## src/rtl/mem_arbiter.sv

```systemverilog
// Two-port arbiter (instruction fetch / load-store) in front of the data-path RAM.
// Round-robin on ties, alignment pre-check on data requests, bounded wait on mfc.
module mem_arbiter #(
    parameter int ADDR_W  = 9,
    parameter int TIMEOUT = 15
) (
    input  logic              clk,
    input  logic              reset,
    input  logic              if_req,
    input  logic [ADDR_W-1:0] if_addr,
    output logic              if_ack,
    output logic [31:0]       if_data,
    input  logic              d_req,
    input  logic              d_rw,
    input  logic              d_sig,
    input  logic [1:0]        d_len,
    input  logic [ADDR_W-1:0] d_addr,
    input  logic [31:0]       d_wdata,
    output logic              d_ack,
    output logic [31:0]       d_rdata,
    output logic              err,
    output logic              busy,
    output logic              ram_enable,
    output logic              ram_read_write,
    output logic              ram_sig,
    output logic [1:0]        ram_data_length,
    output logic [ADDR_W-1:0] ram_address,
    output logic [31:0]       ram_data_in,
    input  logic [31:0]       ram_data_out,
    input  logic              ram_mfc
);

    localparam int CW = $clog2(TIMEOUT + 1);
    localparam logic G_FETCH = 1'b0;
    localparam logic G_DATA  = 1'b1;

    typedef enum logic [1:0] {S_IDLE, S_ISSUE, S_WAIT, S_DONE} state_t;

    state_t            state_q, state_d;
    logic              last_q, last_d;
    logic              gnt_q, gnt_d;
    logic [ADDR_W-1:0] addr_q, addr_d;
    logic              rw_q, rw_d;
    logic              sig_q, sig_d;
    logic [1:0]        len_q, len_d;
    logic [31:0]       wdata_q, wdata_d;
    logic [31:0]       rdata_q, rdata_d;
    logic              err_q, err_d;
    logic [CW-1:0]     cnt_q, cnt_d;

    logic any_req, pick_data, d_bad, tmo;

    // Data port wins when it is alone or when fetch was served last.
    assign any_req   = if_req | d_req;
    assign pick_data = d_req & (~if_req | (last_q == G_FETCH));
    assign d_bad     = (d_len == 2'd3) ||
                       (d_len == 2'd1 && d_addr[0]) ||
                       (d_len == 2'd2 && d_addr[1:0] != 2'b00);
    assign tmo       = (cnt_q == CW'(TIMEOUT - 1));

    always_ff @(posedge clk) begin
        if (reset) state_q <= S_IDLE;
        else       state_q <= state_d;
    end

    always_comb begin
        state_d = state_q;
        case (state_q)
            S_IDLE:  if (any_req) state_d = (pick_data && d_bad) ? S_DONE : S_ISSUE;
            S_ISSUE: state_d = S_WAIT;
            S_WAIT:  if (ram_mfc || tmo) state_d = S_DONE;
            S_DONE:  state_d = S_IDLE;
            default: state_d = S_IDLE;
        endcase
    end

    always_comb begin
        last_d  = last_q;
        gnt_d   = gnt_q;
        addr_d  = addr_q;
        rw_d    = rw_q;
        sig_d   = sig_q;
        len_d   = len_q;
        wdata_d = wdata_q;
        rdata_d = rdata_q;
        err_d   = err_q;
        cnt_d   = cnt_q;
        case (state_q)
            S_IDLE: begin
                if (any_req) begin
                    gnt_d   = pick_data;
                    rdata_d = '0;
                    cnt_d   = '0;
                    err_d   = pick_data & d_bad;
                    if (pick_data) begin
                        addr_d  = d_addr;
                        rw_d    = d_rw;
                        sig_d   = d_sig;
                        len_d   = d_len;
                        wdata_d = d_wdata;
                    end else begin
                        addr_d  = if_addr;
                        rw_d    = 1'b1;
                        sig_d   = 1'b0;
                        len_d   = 2'd2;
                        wdata_d = '0;
                    end
                end
            end
            S_WAIT: begin
                if (ram_mfc) begin
                    rdata_d = ram_data_out;
                end else begin
                    cnt_d = cnt_q + 1'b1;
                    if (tmo) begin
                        err_d   = 1'b1;
                        rdata_d = '0;
                    end
                end
            end
            S_DONE: begin
                last_d = gnt_q;
                cnt_d  = '0;
            end
            default: ;
        endcase
    end

    always_ff @(posedge clk) begin
        if (reset) begin
            last_q  <= G_FETCH;
            gnt_q   <= G_FETCH;
            addr_q  <= '0;
            rw_q    <= 1'b1;
            sig_q   <= 1'b0;
            len_q   <= 2'd0;
            wdata_q <= '0;
            rdata_q <= '0;
            err_q   <= 1'b0;
            cnt_q   <= '0;
        end else begin
            last_q  <= last_d;
            gnt_q   <= gnt_d;
            addr_q  <= addr_d;
            rw_q    <= rw_d;
            sig_q   <= sig_d;
            len_q   <= len_d;
            wdata_q <= wdata_d;
            rdata_q <= rdata_d;
            err_q   <= err_d;
            cnt_q   <= cnt_d;
        end
    end

    // Outputs decode registered state only; no input reaches an output combinationally.
    always_comb begin
        busy            = (state_q != S_IDLE);
        ram_enable      = (state_q == S_ISSUE);
        ram_read_write  = rw_q;
        ram_sig         = sig_q;
        ram_data_length = len_q;
        ram_address     = addr_q;
        ram_data_in     = wdata_q;
        if_ack          = (state_q == S_DONE) && (gnt_q == G_FETCH);
        d_ack           = (state_q == S_DONE) && (gnt_q == G_DATA);
        err             = (state_q == S_DONE) && err_q;
        if_data         = if_ack ? rdata_q : 32'd0;
        d_rdata         = (d_ack && rw_q) ? rdata_q : 32'd0;
    end

endmodule

```

## config.mk

```make
export PLATFORM = sky130hd
export DESIGN_NAME = mem_arbiter
export DESIGN_NICKNAME = d
export VERILOG_FILES = /design/src/rtl/mem_arbiter.sv
export SDC_FILE = /design/constraint.sdc
export NUM_CORES = 1
export LEC_CHECK = 0
export CAP_MARGIN = 5
export CORE_ASPECT_RATIO = 0.5
export CORE_UTILIZATION = 40
export CTS_CLUSTER_DIAMETER = 200
export DETAILED_ROUTE_END_ITERATION = 8
export PLACE_DENSITY = 0.81
export SKIP_LAST_GASP = 1
export SLEW_MARGIN = 5
export SYNTH_ARGS = -nofsm -noshare
export SYNTH_HDL_FRONTEND = slang
export SYNTH_SLANG_ARGS = --single-unit
```

## constraint.sdc

```tcl
create_clock -name clk -period 1.95 [get_ports clk]
set_input_delay 0.585 -clock clk [delete_from_list [all_inputs] [get_ports clk]]
set_output_delay 0.585 -clock clk [all_outputs]
set_load 0.02 [all_outputs]
```

# [After elaboration in Yosys (flattened, before gate mapping)]
# Index checks and enable logic that the tools add are counted.
[word_totals] reg_bits=86 in_bits=91
[op_classes] addsub=1 eq_ne=12 muxes=22 bitwise_logic=7 reduce_logical=20
[ops] operator="$mux 32" count=6
[ops] operator="$pmux 32 s2" count=1
[ops] operator="$pmux 4 s3" count=1
[ops] operator="$mux 9" count=1
[ops] operator="$eq 2x2->1 const B" count=4
[ops] operator="$mux 2" count=4
[ops] operator="$mux 4" count=2
[ops] operator="$ne 2x2->1 const B" count=4
[ops] operator="$pmux 2 s4" count=1
[ops] operator="$logic_and 1x1->1" count=7
[ops] operator="$reduce_and 3->1" count=2
[ops] operator="$reduce_bool 2->1" count=3
[ops] operator="$mux 1" count=5
[ops] operator="$add 4x1->4 const B" count=1
[ops] operator="$eq 2x1->1 const B" count=2
[ops] operator="$eq 4x4->1 const B" count=1
[ops] operator="$reduce_and 2->1" count=2
[ops] operator="$reduce_and 4->1" count=1
[ops] operator="$logic_or 1x1->1" count=3
[ops] operator="$ne 3x3->1 const B" count=1
[ops] operator="$not 1->1" count=3
[ops] operator="$reduce_bool 3->1" count=1
[ops] operator="$and 1x1->1" count=2
[ops] operator="$logic_not 2->1" count=1
[ops] operator="other kinds (2)" count=3

# [Longest topological paths before layout]
# Gate-level depths: netlist of run 1.
[logic_depth] word_depth=8 ltp_mapped=8

# [Worst setup path before layout of run 1]
# OpenSTA, ideal clock, no wires.
[synth_path] path_kind="register to output" startpoint="register state_q[0]" endpoint="output if_data[22]" arrival_ns=1.426 path_slack_ns=-0.061 stages_incl_launch_ff=6 n_path_buf=1 cell_sequence="dfxtp_1 ha_1 inv_1 nor2_1 clkbuf_1 and2_1"
[synth_via] elab_chain_cells=3
[synth_lines] element="start, declared" line="39" text="state_t state_q, state_d;"
[synth_lines] element="start signal, assigned" line="63" text="else state_q <= state_d;"
[synth_lines] element="$eq 2x2->1" line="164" text="if_ack = (state_q == S_DONE) && (gnt_q == G_FETCH);"
[synth_lines] element="$logic_and 1x1->1" line="164"
[synth_lines] element="net if_ack" line="11" text="output logic if_ack,"
[synth_lines] element="$mux 32" line="167" text="if_data = if_ack ? rdata_q : 32'd0;"
[synth_lines] element="end, declared" line="12" text="output logic [31:0] if_data,"
# The timed path passes the listed nets, and every way through them passes these cells.

# [Worst setup path after layout of run 1]
[layout_path] startpoint="register state_q[1]" endpoint="output if_data[3]"
[layout_via] elab_chain_cells=3
[layout_lines] element="$eq 2x2->1" line="164"
[layout_lines] element="$logic_and 1x1->1" line="164"
[layout_lines] element="$mux 32" line="167"
# No other way between the ends.

==> results of run 1 <==
timing repair:
item                       4_1_cts  5_1_grt
pin swaps                        1       13
setup endpoints to repair       70      108
resized for setup              315      209
setup buffers                    8       13
gates cloned                     3        7
stage by stage:
step	hold slack (ps)	std cells	util, %	total power [mW]
finish	472	830	78.1	8.76
global route	506	830	78.1	9.14
CTS	467	816	72.7	7.77
detailed placement	458	789	67.0	5.73
global placement	450	789	67.0	5.65
floorplan	432	445	-	4.16
flip-flops by register name (all words and copies together), names as in the netlist:
| register | count |
|---|---|
| ram_data_in | 32 |
| rdata_q | 32 |
| ram_address | 9 |
| cnt_q | 4 |
| ram_data_length | 2 |
| state_q | 2 |
| err_q | 1 |
| gnt_q | 1 |
| last_q | 1 |
| ram_read_write | 1 |
| ram_sig | 1 |
area by class of cell:
class                      instances  area [um2]  share of cell area [%]
tap                              135         169                    2.29
inverter                           6        30.0                   0.407
multi-input combinational        316        2240                    30.4
clock buffer                       9         225                    3.05
timing repair buffer             271        2900                    39.3
clock inverter                     7        88.8                    1.20
sequential                        86        1730                    23.4
synthesized netlist by cell type, types with 2 or more instances:
| library cell | instances | area (um2) |
|---|---|---|
| sky130_fd_sc_hd__dfxtp_1 | 86 | 1720 |
| sky130_fd_sc_hd__and2_1 | 67 | 419 |
| sky130_fd_sc_hd__nor2_1 | 43 | 161 |
| sky130_fd_sc_hd__nand2_1 | 39 | 146 |
| sky130_fd_sc_hd__a22oi_1 | 34 | 255 |
| sky130_fd_sc_hd__nand3_1 | 34 | 170 |
| sky130_fd_sc_hd__o21ai_2 | 28 | 245 |
| sky130_fd_sc_hd__clkbuf_1 | 20 | 75.1 |
| sky130_fd_sc_hd__a21oi_1 | 14 | 70.1 |
| sky130_fd_sc_hd__mux2i_1 | 10 | 100 |
| sky130_fd_sc_hd__o21ai_0 | 10 | 50.1 |
| sky130_fd_sc_hd__ha_1 | 7 | 87.6 |
| sky130_fd_sc_hd__buf_2 | 6 | 30.0 |
| sky130_fd_sc_hd__buf_6 | 6 | 67.6 |
| sky130_fd_sc_hd__buf_4 | 5 | 37.5 |
| sky130_fd_sc_hd__inv_1 | 5 | 18.8 |
| sky130_fd_sc_hd__and3_1 | 3 | 18.8 |
| sky130_fd_sc_hd__nor3_1 | 3 | 15.0 |
| sky130_fd_sc_hd__o21ai_1 | 3 | 15.0 |
| sky130_fd_sc_hd__a211oi_1 | 2 | 15.0 |
| sky130_fd_sc_hd__o221a_2 | 2 | 22.5 |
| sky130_fd_sc_hd__xor2_1 | 2 | 17.5 |
per-layer routing:
metal / part of all wire [%] / vias up
li1: - / 2011
met1: 41 / 2097
met2: 53 / 146
met3: 4.3 / 22
met4: 1.8 / 0
met5: 0 / -
path summary, 6_finish.rpt:
path                                               from                 endpoint  slack (ps)
worst max register to register  state_q[1]$_SDFFE_PP0P_  state_q[1]$_SDFFE_PP0P_        -140
worst max-delay path            state_q[1]$_SDFFE_PP0P_               if_data[3]        -230
worst min-delay path            rdata_q[6]$_SDFFE_PP0P_  rdata_q[6]$_SDFFE_PP0P_         470
worst min register to register  rdata_q[6]$_SDFFE_PP0P_  rdata_q[6]$_SDFFE_PP0P_         470
cell usage in the layout, fill, tap and decap left out, drive strengths merged, types with 2 or more instances in the layout:
| master | n |
|---|---|
| a211oi | 3 |
| a21oi | 14 |
| a22oi | 34 |
| and2 | 67 |
| and3 | 3 |
| buf | 128 |
| clkbuf | 16 |
| clkdlybuf4s50 | 133 |
| dfxtp | 86 |
| ha | 7 |
| inv | 10 |
| mux2i | 10 |
| nand2 | 39 |
| nand3 | 35 |
| nor2 | 44 |
| nor3 | 3 |
| o21ai | 41 |
| o221a | 2 |
| xor2 | 2 |
worst max-delay path, delay by kind of cell (launching register included):
| kind | cells | cell delay, ps |
|---|---|---|
| and+or+nand+nor | 2 | 310 |
| DFF | 1 | 370 |
| adders and majority gates | 1 | 170 |
| buffers and inverters | 4 | 410 |
report_power, final:
group	switching, mW	leakage [nW]	internal [mW]
clock network	0.783	0.152	1.03
logic	2.28	2.17	2.41
registers	0.196	0.702	2.06
total	3.26	3.03	5.49
cells by family (layout without fill, tap and decap cells):
kind of cell	after synthesis	after routing
AO/OA/AOI/OAI	100	100
buffers and inverters	43	293
adder cells (fa/ha/maj)	7	7
multiplexers	10	10
XOR/XNOR	2	2
flip-flops	86	86
AND/OR/NAND/NOR	197	197
==> summary.txt, run 1 <==
Status
  • Outcome: finished, violations left
  • Failing checks: design-rule violations, negative setup slack

Floorplanning
  • Number of cell rows: 25
  • IO Pins: 205
  • Initial standard-cell utilization of the core: 41.3%
  • Height of the chip: 71.9 um
  • Placeable core area: 9450 um2
  • Total die area: 10200 um2
  • Die outline width: 142 um

Detailed routing
  • Via Count: roughly 4300
  • DR pass1 iterations: 7
  • Routed Wire Length: 14300 um
  • Routed length per instance: 17.2 um
  • DRC violation count after routing: 1
  • Count of routing violations after the opening detailed-route iteration: 303
  • Post-detailed-route count of antenna-violating nets: 0
  • Number of vias per cell after detailed routing: 5.15

Synthesis
  • Adder-Cell Fraction of Synth Area: 2.24%
  • Cell count after synthesis: 445
  • Fraction of synthesized area in multiplexers: under 10%
  • Async set or reset register ratio after synthesis: 0%
  • Synthesized-area fraction occupied by ao, oa, aoi and oai cells: 18.9%
  • Xor and xnor fraction of the mapped netlist area: 0.449%
  • Fraction of the yosys area taken by sequential cells: 44.1%
  • Number of enable-type register cells in the synthesized netlist: 0
  • Post-Syn Nets: roughly 540
  • Post-Syn Area per Cell: 8.78 um2
  • Synthesis Warnings: 0
  • Count of unique library cells instantiated by Yosys: 38
  • Synth Area in Simple Gates: between 20% and 30%
  • FF+latch count, synth: between 80 and 90
  • Post-synth top flop: sky130_fd_sc_hd__dfxtp_1
  • Mapped Area: between 3000 and 4000 um2
  • Dominant combinational cell family by area after synthesis: simple AND/OR/NAND/NOR gates

Timing
  • PnR worst setup slack: -232 ps
  • Worst slew slack as a fraction of its limit: 71.5%
  • Minimum clock period: 2180 ps
  • Final cycle utilization of the critical path: 112%
  • Setup-failing EPs final: 76
  • Final hold violation count: 0
  • Transition time of the tightest slew-check pin: 428 ps
  • Worst Skew: between 8 and 9 ps
  • Setup repair after global routing missed its margin: true
  • Final slew viol count: 0
  • Setup_tns: -13070 ps
  • Max Clock Freq: 458 MHz

GRT
  • Met2 track demand over resource in global routing: 43.9%
  • Gr ovfl total: 0
  • Global route hottest layer: met2
  • Antenna violations before repair: 0
  • Met3 Usage GRT: 5.35%
  • Maximum number of pins on one net before global-route repair: 43
  • Global-route wire length before repair: 19300 um
  • Met1 track utilization from global routing: approximately 29%
  • Total global routing track utilization: roughly a quarter
  • Via count of the first global-routing pass: 3832

Clocking
  • Number of H-tree levels: 3
  • Total of hold buffers inserted after clock tree synthesis: 0
  • Inserted Clock Buffers: 9
  • Clock tree from TritonCTS: built
  • Clock latency on the worst-skew pair: between 300 and 400 ps
  • Number of clock sinks: 86
  • Number of buffers on the longest clock path: 2
  • Clock slew seen by the registers of the worst setup and hold paths: 70 ps
  • Buffer cell driving the clock tree root: sky130_fd_sc_hd__clkbuf_16

Placement
  • Count of port buffers added during placement: 204
  • HPWL Detailed: 8190 um
  • Post-Place Cell Area: 6320 um2
  • Placement-stage worst setup slack: -308 ps
  • Routability congestion estimate from global placement: 0.786

Setup path
  • Critical path launch point type: flip-flop
  • Data required, critical path: between 1000 and 1500 ps
  • Category of the worst setup path capture point: primary output
  • Highest cell delay on the worst timing path: 370 ps
  • Cell with the biggest individual delay on the critical path: sky130_fd_sc_hd__dfxtp_4
  • Most used cell along the critical path: sky130_fd_sc_hd__buf_6
  • Largest fanout on the critical path: 5
  • Worst setup path class: reg -> out
  • Depth of the worst register-to-register path: 10
  • Critical path, cell by cell: ha_4 -> inv_4 -> nor2_4 -> buf_6 -> buf_12 -> and2_4 -> buf_6
  • Worst endpoint data arrival time: 1600 ps

Finish
  • Number of diodes: 0
  • NumNets Final: 788
  • Final instance area: 7380 um2
  • Ratio of cells with drive above 1 in the final layout: 39.1%
  • Synth-to-layout area growth: 89.0%
  • Number of filler instances in the final layout: 586

Power
  • Power per unit of standard cell area: 1190 nW/um2
  • Max rail drop VDD: 0.000661 V
  • Leakage power: 3.03 nW

Min path
  • Worst min-delay path class: reg -> reg
  • Worst hold path depth: 2

Flow run
  • Max-cap violation count: 0
Note: power is estimated with default switching activity, not from simulation.
==> inputs of run 2 (changes only) <==
- CORE_MARGIN: not set -> 5
- GPL_TIMING_DRIVEN: not set -> 0
==> run 2 against run 1 <==
Compared with the run above:
- the flow finishes with violations (negative setup slack)
- core utilization shrank 6.5 points
- cell area shrank 8.1%
- hold slack lost 2.7 ps
- global-route usage shrank 2.3 points
- sequential power is essentially flat
- flip-flop and latch count is the same
- total power shrank 16%
- non-clock buffer count shrank 19
- critical endpoint is now d_rdata[2]
==> summary.txt, run 2 (same netlist as run 1, synthesis figures left out) <==
Detailed routing
  • WL met2: 7010 um (-6.8%)
  • DR pass1 iterations: 4 (-3)
  • Routed Wire Length: 13300 um (-6.6%)
  • Routed wire length on met3: 684 um (+10%)
  • Count of routing violations after the opening detailed-route iteration: 189 (-38%)
  • DRC violation count after routing: 0 (-1)
  • Post-detailed-route count of antenna-violating nets: 0 (unchanged)
  • Routed length per instance: 16.4 um (-4.4%)
  • Via Count: 3993 (-6.6%)
  • Number of vias per cell after detailed routing: 4.92 (-4.4%)
  • DRT met1 WL: 5390 um (-8.0%)
  • Highest metal layer used by the detailed router: met4

Finish
  • NumNets Final: 769 (-2.4%)
  • Ratio of cells with drive above 1 in the final layout: 30.5% (-8.7 points)
  • Number of diodes: 0 (unchanged)
  • Synth-to-layout area growth: 73.8%
  • Number of standard cells in the final layout excluding fillers: 811 (-2.3%)
  • Number of filler instances in the final layout: 735 (+25%)
  • Most frequent cells in the layout: sky130_fd_sc_hd__clkdlybuf4s50_1 (131), sky130_fd_sc_hd__dfxtp_1 (84), sky130_fd_sc_hd__buf_6 (55)
  • Final instance area: 6790 um2 (-8.1%)
  • Area occupied by multi-input gates: 2100 um2 (-6.3%)
  • Most frequent standard cell in the layout excluding fill and tap cells: sky130_fd_sc_hd__clkdlybuf4s50_1
  • Storage element area: 1730 um2 (+0.14%)

Clocking
  • Number of buffers on the longest clock path: 2 (unchanged)
  • Inserted Clock Buffers: 9 (unchanged)
  • Number of H-tree levels: 3 (unchanged)
  • Clock tree from TritonCTS: built
  • Clock slew seen by the registers of the worst setup and hold paths: 60 ps (about the same)
  • Clock latency on the worst-skew pair: 340 ps (about the same)
  • Buffer cell driving the clock tree root: sky130_fd_sc_hd__clkbuf_16
  • Number of clock sinks: 86 (unchanged)

Timing
  • Setup repair after global routing missed its margin: true
  • Minimum clock period: 2160 ps (-18.0 ps)
  • Final hold violation count: 0 (unchanged)
  • Worst slew slack as a fraction of its limit: 66.6% (-4.9 points)
  • Worst Skew: 5.31 ps (-3.32 ps)
  • Max Clock Freq: 462 MHz (+0.83%)
  • Transition time of the tightest slew-check pin: 501 ps (+73.4 ps)
  • Setup-failing EPs final: 66 (-13%)
  • Final slew viol count: 0 (unchanged)
  • PnR worst setup slack: -214 ps (+18.0 ps)
  • Final cycle utilization of the critical path: 111% (-0.92 points)

Power
  • Relative contribution of sequential cells to total power: 30.7% (+4.9 points)
  • Max rail drop VDD: 0.000727 V (+10%)
  • Relative contribution of combinational cells to total power: 46.3% (-7.2 points)
  • Cell internal power dissipation: 4.56 mW (-17%)
  • Leakage power: 2.79 nW (-7.8%)
  • Power per unit of standard cell area: 1090 nW/um2 (-8.5%)
  • Sw Share: 38.1% (+0.79 points)
  • Net Switching: 2.80 mW (-14%)
  • Clock group share of total power: 23.0% (+2.3 points)

Setup path
  • Origin of the worst setup path: state_q[0]$_SDFFE_PP0P_
  • Data required, critical path: 1360 ps (about the same)
  • Critical path launch point type: flip-flop
  • Highest cell delay on the worst timing path: 370 ps (about the same)
  • R2r startpoint: state_q[0]$_SDFFE_PP0P_
  • Cell with the biggest individual delay on the critical path: sky130_fd_sc_hd__dfxtp_4
  • Largest fanout on the critical path: 6 (+1)
  • Category of the worst setup path capture point: primary output
  • Worst endpoint data arrival time: 1580 ps (-20 ps)
  • Critical path, cell by cell: ha_4 -> and3_4 -> clkbuf_8 -> and2_1 -> buf_6
  • Worst setup path class: reg -> out

Min path
  • Worst min-delay path class: reg -> reg
  • Hold_sp: rdata_q[2]$_SDFFE_PP0P_

GRT
  • Gr ovfl total: 0 (unchanged)
  • Via count of the first global-routing pass: 3964 (+3.4%)
  • Total global routing track utilization: 21.7% (-2.3 points)
  • Maximum number of pins on one net before global-route repair: 15 (-65%)
  • Antenna violations before repair: 0 (unchanged)
  • Global-route wire length before repair: 20600 um (+6.5%)

Flow run
  • Max-cap violation count: 0 (unchanged)

Floorplanning
  • Number of cell rows: 25 (unchanged)
  • Initial standard-cell utilization of the core: 41.2% (-0.14 points)
  • Height of the chip: 79.9 um (+11%)
  • Placeable core area: 9480 um2 (+0.33%)
  • Total die area: 12000 um2 (+17%)
  • IO Pins: 205 (unchanged)
  • Die outline width: 150 um (+5.6%)

Placement
  • Inst Count DP: 783 (-0.76%)
  • Count of port buffers added during placement: 203 (-0.49%)
  • Routability congestion estimate from global placement: 0.778 (-1.1%)
  • HPWL Detailed: 9710 um (+19%)
  • Post-Place Cell Area: 6110 um2 (-3.4%)

Status
  • Failing checks: negative setup slack
  • Outcome: finished, violations left
run 2: cell types whose count changed in the layout (fill, tap and decap cells not counted), moves of 6 or more:
cell                        before  now
sky130_fd_sc_hd__buf_6          74   55
sky130_fd_sc_hd__and2_1          9   26
sky130_fd_sc_hd__and2_4         58   41
sky130_fd_sc_hd__clkbuf_1        0   15
sky130_fd_sc_hd__nand3_1        22   34
sky130_fd_sc_hd__buf_4          41   30
sky130_fd_sc_hd__nand3_2        12    1
sky130_fd_sc_hd__buf_12          9    2
sky130_fd_sc_hd__buf_2           0    6
sky130_fd_sc_hd__clkbuf_16      15    9
run 2: worst paths after layout:
path                                   end  slack (ps)  cells after the start
setup / recovery                d_rdata[2]        -210                      5
hold / removal     rdata_q[2]$_SDFFE_PP0P_         470                      2
setup reg to reg  rdata_q[10]$_SDFFE_PP0P_         190                      8
hold reg to reg    rdata_q[2]$_SDFFE_PP0P_         470                      2
run 2: power by group through the flow:
stage | clock, mW | combinational [mW] | sequential [mW]
final | 1.70 | 3.41 | 2.26
after global routing | 1.80 | 3.70 | 2.29
after CTS | 1.72 | 3.38 | 2.26
after detailed placement | 0 | 3.07 | 2.26
after global placement | 0 | 3.03 | 2.25
after floorplan | 0 | 1.67 | 2.49
run 2: layer usage:
| layer | up-vias | track usage, % |
|---|---|---|
| met5 | - | 0 |
| met4 | 0 | 5.84 |
| met1 | 1898 | 24.9 |
| met3 | 18 | 5.39 |
| li1 | 1977 | - |
| met2 | 100 | 40.5 |
run 2: final cells by class:
class,instances,area share (%)
inverter,6,0.369
multi-input combinational,316,31.0
sequential,86,25.5
tap,135,2.49
clock inverter,5,0.885
clock buffer,11,3.43
timing repair buffer,215,32.2
buffer,37,4.17
run 2: worst max-delay path: cells and delay by family, from the launching register on:
family	cells	cell delay (ps)
adder cells (fa/ha/maj)	1	170
buffers and inverters	2	290
AND/OR/NAND/NOR	2	390
flip-flops	1	370
run 2: through the flow:
stage | setup slack [ps] | power [mW] | hold slack, ps | setup TNS, ps | utilization, %
final | -214 | 7.37 | 469 | -11720 | 71.6
after CTS | -234 | 7.35 | 466 | -11800 | 70.8
after global placement | -815 | 5.28 | 448 | -73790 | 64.4
after floorplan | 75.6 | 4.16 | 432 | 0 | -
after global routing | -264 | 7.78 | 488 | -15010 | 71.6
after detailed placement | -850 | 5.33 | 458 | -77780 | 64.4
run 2: repair_timing:
item | 4_1_cts | 5_1_grt
cloned | 4 | 0
pin swaps | 32 | 3
resized for setup | 453 | 28
buffers inserted | 7 | 2
hold buffers | 0 | 0
setup endpoints to repair | 128 | 99
==> inputs of run 3 (changes only) <==
- CORE_UTILIZATION: 40 -> 36
- PLACE_DENSITY: 0.81 -> 0.77
- clock period: 1.95 -> 1.9 ns (I/O delays scaled with it)
==> run 3 against run 2 <==
Compared with the run above:
- clock power increased by 9%
- hold slack got worse by 2.7 ps
- largest cell class unchanged
- count of clock-buffer cells in the layout decreased by 1
- the flow still finishes with violations (negative setup slack)
- core utilization is 7.9 points lower
- non-clock buffer count fell by 3
- routed wire length fell by 1.2%
- critical path depth grew 2
- flip-flop and latch count is the same
- via count fell by 2.0%
- sequential share of layout area increased by 0.60 points
==> summary.txt, run 3 (same netlist as run 1, synthesis figures left out) <==
Status
  • Outcome: finished, violations left
  • Failing checks: negative setup slack

Finish
  • Area occupied by multi-input gates: 2030 um2 (-3.6%)
  • Most frequent standard cell in the layout excluding fill and tap cells: sky130_fd_sc_hd__clkdlybuf4s50_1
  • Final instance area: 6630 um2 (-2.3%)
  • Number of filler instances in the final layout: 881 (+20%)
  • Most frequent cells in the layout: sky130_fd_sc_hd__clkdlybuf4s50_1 (111), sky130_fd_sc_hd__dfxtp_1 (84), sky130_fd_sc_hd__buf_4 (66)
  • Number of diodes: 0 (unchanged)
  • NumNets Final: 766 (-0.39%)
  • Storage element area: 1730 um2 (unchanged)
  • Final core utilization: 63.7% (-7.9 points)
  • Synth-to-layout area growth: 69.8%
  • Ratio of cells with drive above 1 in the final layout: 25.8% (-4.7 points)

Timing
  • PnR worst setup slack: -247 ps (-33.8 ps)
  • Final slew viol count: 0 (unchanged)
  • Setup repair after global routing missed its margin: true
  • Setup_tns: -13660 ps (-1940 ps)
  • Worst Skew: 6.65 ps (+1.35 ps)
  • Transition time of the tightest slew-check pin: 557 ps (+55.8 ps)
  • Worst slew slack as a fraction of its limit: 62.8% (-3.7 points)
  • Max Clock Freq: 466 MHz
  • Setup-failing EPs final: 67 (+1.5%)
  • Final cycle utilization of the critical path: 113%
  • Minimum clock period: 2150 ps
  • Final hold violation count: 0 (unchanged)

Clocking
  • Clock tree from TritonCTS: built
  • Buffer cell driving the clock tree root: sky130_fd_sc_hd__clkbuf_16
  • Number of buffers on the longest clock path: 2 (unchanged)
  • Number of clock sinks: 86 (unchanged)
  • Number of H-tree levels: 3 (unchanged)
  • Total of hold buffers inserted after clock tree synthesis: 0 (unchanged)
  • Clock slew seen by the registers of the worst setup and hold paths: 60 ps (about the same)
  • Inserted Clock Buffers: 9 (unchanged)
  • Clock latency on the worst-skew pair: 340 ps (about the same)

GRT
  • Global-route wire length before repair: 20500 um (about the same)
  • Antenna violations before repair: 0 (unchanged)
  • Maximum number of pins on one net before global-route repair: 14 (-1)
  • Via count of the first global-routing pass: 3812 (-3.8%)
  • Gr ovfl total: 0 (unchanged)
  • Total global routing track utilization: 19.4% (-2.4 points)

Min path
  • Worst min-delay path class: reg -> reg

Floorplanning
  • Total die area: 13200 um2 (+10%)
  • Die outline width: 157 um (+5.0%)
  • Number of cell rows: 26 (+4.0%)
  • Initial standard-cell utilization of the core: 37.5% (-3.7 points)
  • IO Pins: 205 (unchanged)
  • Height of the chip: 83.6 um (+4.7%)
  • Placeable core area: 10400 um2 (+9.8%)

Power
  • Max rail drop VDD: 0.000688 V (-5.4%)
  • Post-layout total power: 7.75 mW (+5.3%)
  • Leakage power: 3.03 nW (+8.6%)
  • Power per unit of standard cell area: 1170 nW/um2 (+7.7%)

Detailed routing
  • Via Count: 3914 (-2.0%)
  • Routed length per instance: 16.2 um (-1.2%)
  • Post-detailed-route count of antenna-violating nets: 0 (unchanged)
  • Count of routing violations after the opening detailed-route iteration: 182 (-3.7%)
  • Number of vias per cell after detailed routing: 4.83 (-2.0%)
  • DR pass1 iterations: 5 (+1)
  • Routed Wire Length: 13200 um (-1.2%)
  • DRC violation count after routing: 0 (unchanged)

Setup path
  • Worst endpoint data arrival time: 1580 ps (about the same)
  • Worst R2R Setup Slack: 10 ps (-180 ps)
  • Largest fanout on the critical path: 7 (+1)
  • Critical path launch point type: flip-flop
  • Category of the worst setup path capture point: primary output
  • Worst setup path class: reg -> out
  • Data required, critical path: 1330 ps (-30 ps)

Placement
  • Post-Place Cell Area: 6110 um2 (+0.10%)
  • HPWL Detailed: 9630 um (-0.81%)
  • Routability congestion estimate from global placement: 0.802 (+3.1%)
  • Count of port buffers added during placement: 203 (unchanged)

Flow run
  • Max-cap violation count: 0 (unchanged)
==> run 3: changes by cell type in the layout (fill, tap and decap cells not counted), moves of 3 or more <==
cell,change
sky130_fd_sc_hd__buf_8,-3
sky130_fd_sc_hd__dlymetal6s2s_1,+20
sky130_fd_sc_hd__clkbuf_2,+3
sky130_fd_sc_hd__clkbuf_1,-4
sky130_fd_sc_hd__buf_6,-35
sky130_fd_sc_hd__clkdlybuf4s50_1,-20
sky130_fd_sc_hd__buf_4,+36
sky130_fd_sc_hd__and2_1,+35
sky130_fd_sc_hd__and2_4,-35
==> run 3: critical path: stages (launching register included) <==
cell	delay, ps
sky130_fd_sc_hd__dfxtp_4	360
sky130_fd_sc_hd__ha_4	180
sky130_fd_sc_hd__inv_2	70
sky130_fd_sc_hd__nor2_4	40
sky130_fd_sc_hd__buf_12	140
sky130_fd_sc_hd__clkbuf_8	150
sky130_fd_sc_hd__and2_1	150
sky130_fd_sc_hd__buf_4	150
==> run 3: worst paths after layout <==
kind / start / to / cells after the start
worst min register to register: rdata_q[17]$_SDFFE_PP0P_ / rdata_q[17]$_SDFFE_PP0P_ / 2
worst max-delay path: state_q[1]$_SDFFE_PP0P_ / if_data[21] / 7
worst max register to register: state_q[0]$_SDFFE_PP0P_ / rdata_q[3]$_SDFFE_PP0P_ / 9
worst min-delay path: rdata_q[17]$_SDFFE_PP0P_ / rdata_q[17]$_SDFFE_PP0P_ / 2
==> run 3: routing by layer <==
layer / GRT usage (%) / vias up / part of all wire [%] / routed length, um
met2: 34.1 / 115 / 51 / 6670
li1: - / 1963 / - / -
met3: 5.18 / 25 / 6.8 / 893
met1: 23.1 / 1811 / 40 / 5270
met5: 0 / - / 0 / 0
met4: 5.62 / 0 / 2.4 / 319
==> run 3: cell type report <==
cell class / count / share of cell area, %
clock buffers: 10 / 3.60
repair buffers: 212 / 31.3
multi-input cells: 316 / 30.6
clock inverters: 4 / 1.09
plain buffers: 37 / 4.32
inverters: 6 / 0.434
flip-flops and latches: 86 / 26.1
well taps: 140 / 2.64
==> run 3: metrics by stage <==
step           std cells  hold slack, ps  worst slack [ps]
2_1_floorplan        445             432              40.6
3_3_place_gp         788             446              -846
3_5_place_dp         788             460              -851
4_1_cts              807             469              -267
5_1_grt              811             483              -290
6_report             811             466              -247
==> run 3: timing repair <==
action                                 CTS  global route
endpoints found under the hold margin    0             0
resized for setup                      375            59
pin swaps                                2             3
cloned                                   2             0
setup endpoints to repair              124           133
buffers inserted                         3             4
==> run 3: power by group <==
part | internal (mW) | switching, mW
Sequential | 2.12 | 0.178
Combinational | 1.59 | 2.00
Clock | 1.17 | 0.692
Total | 4.89 | 2.87
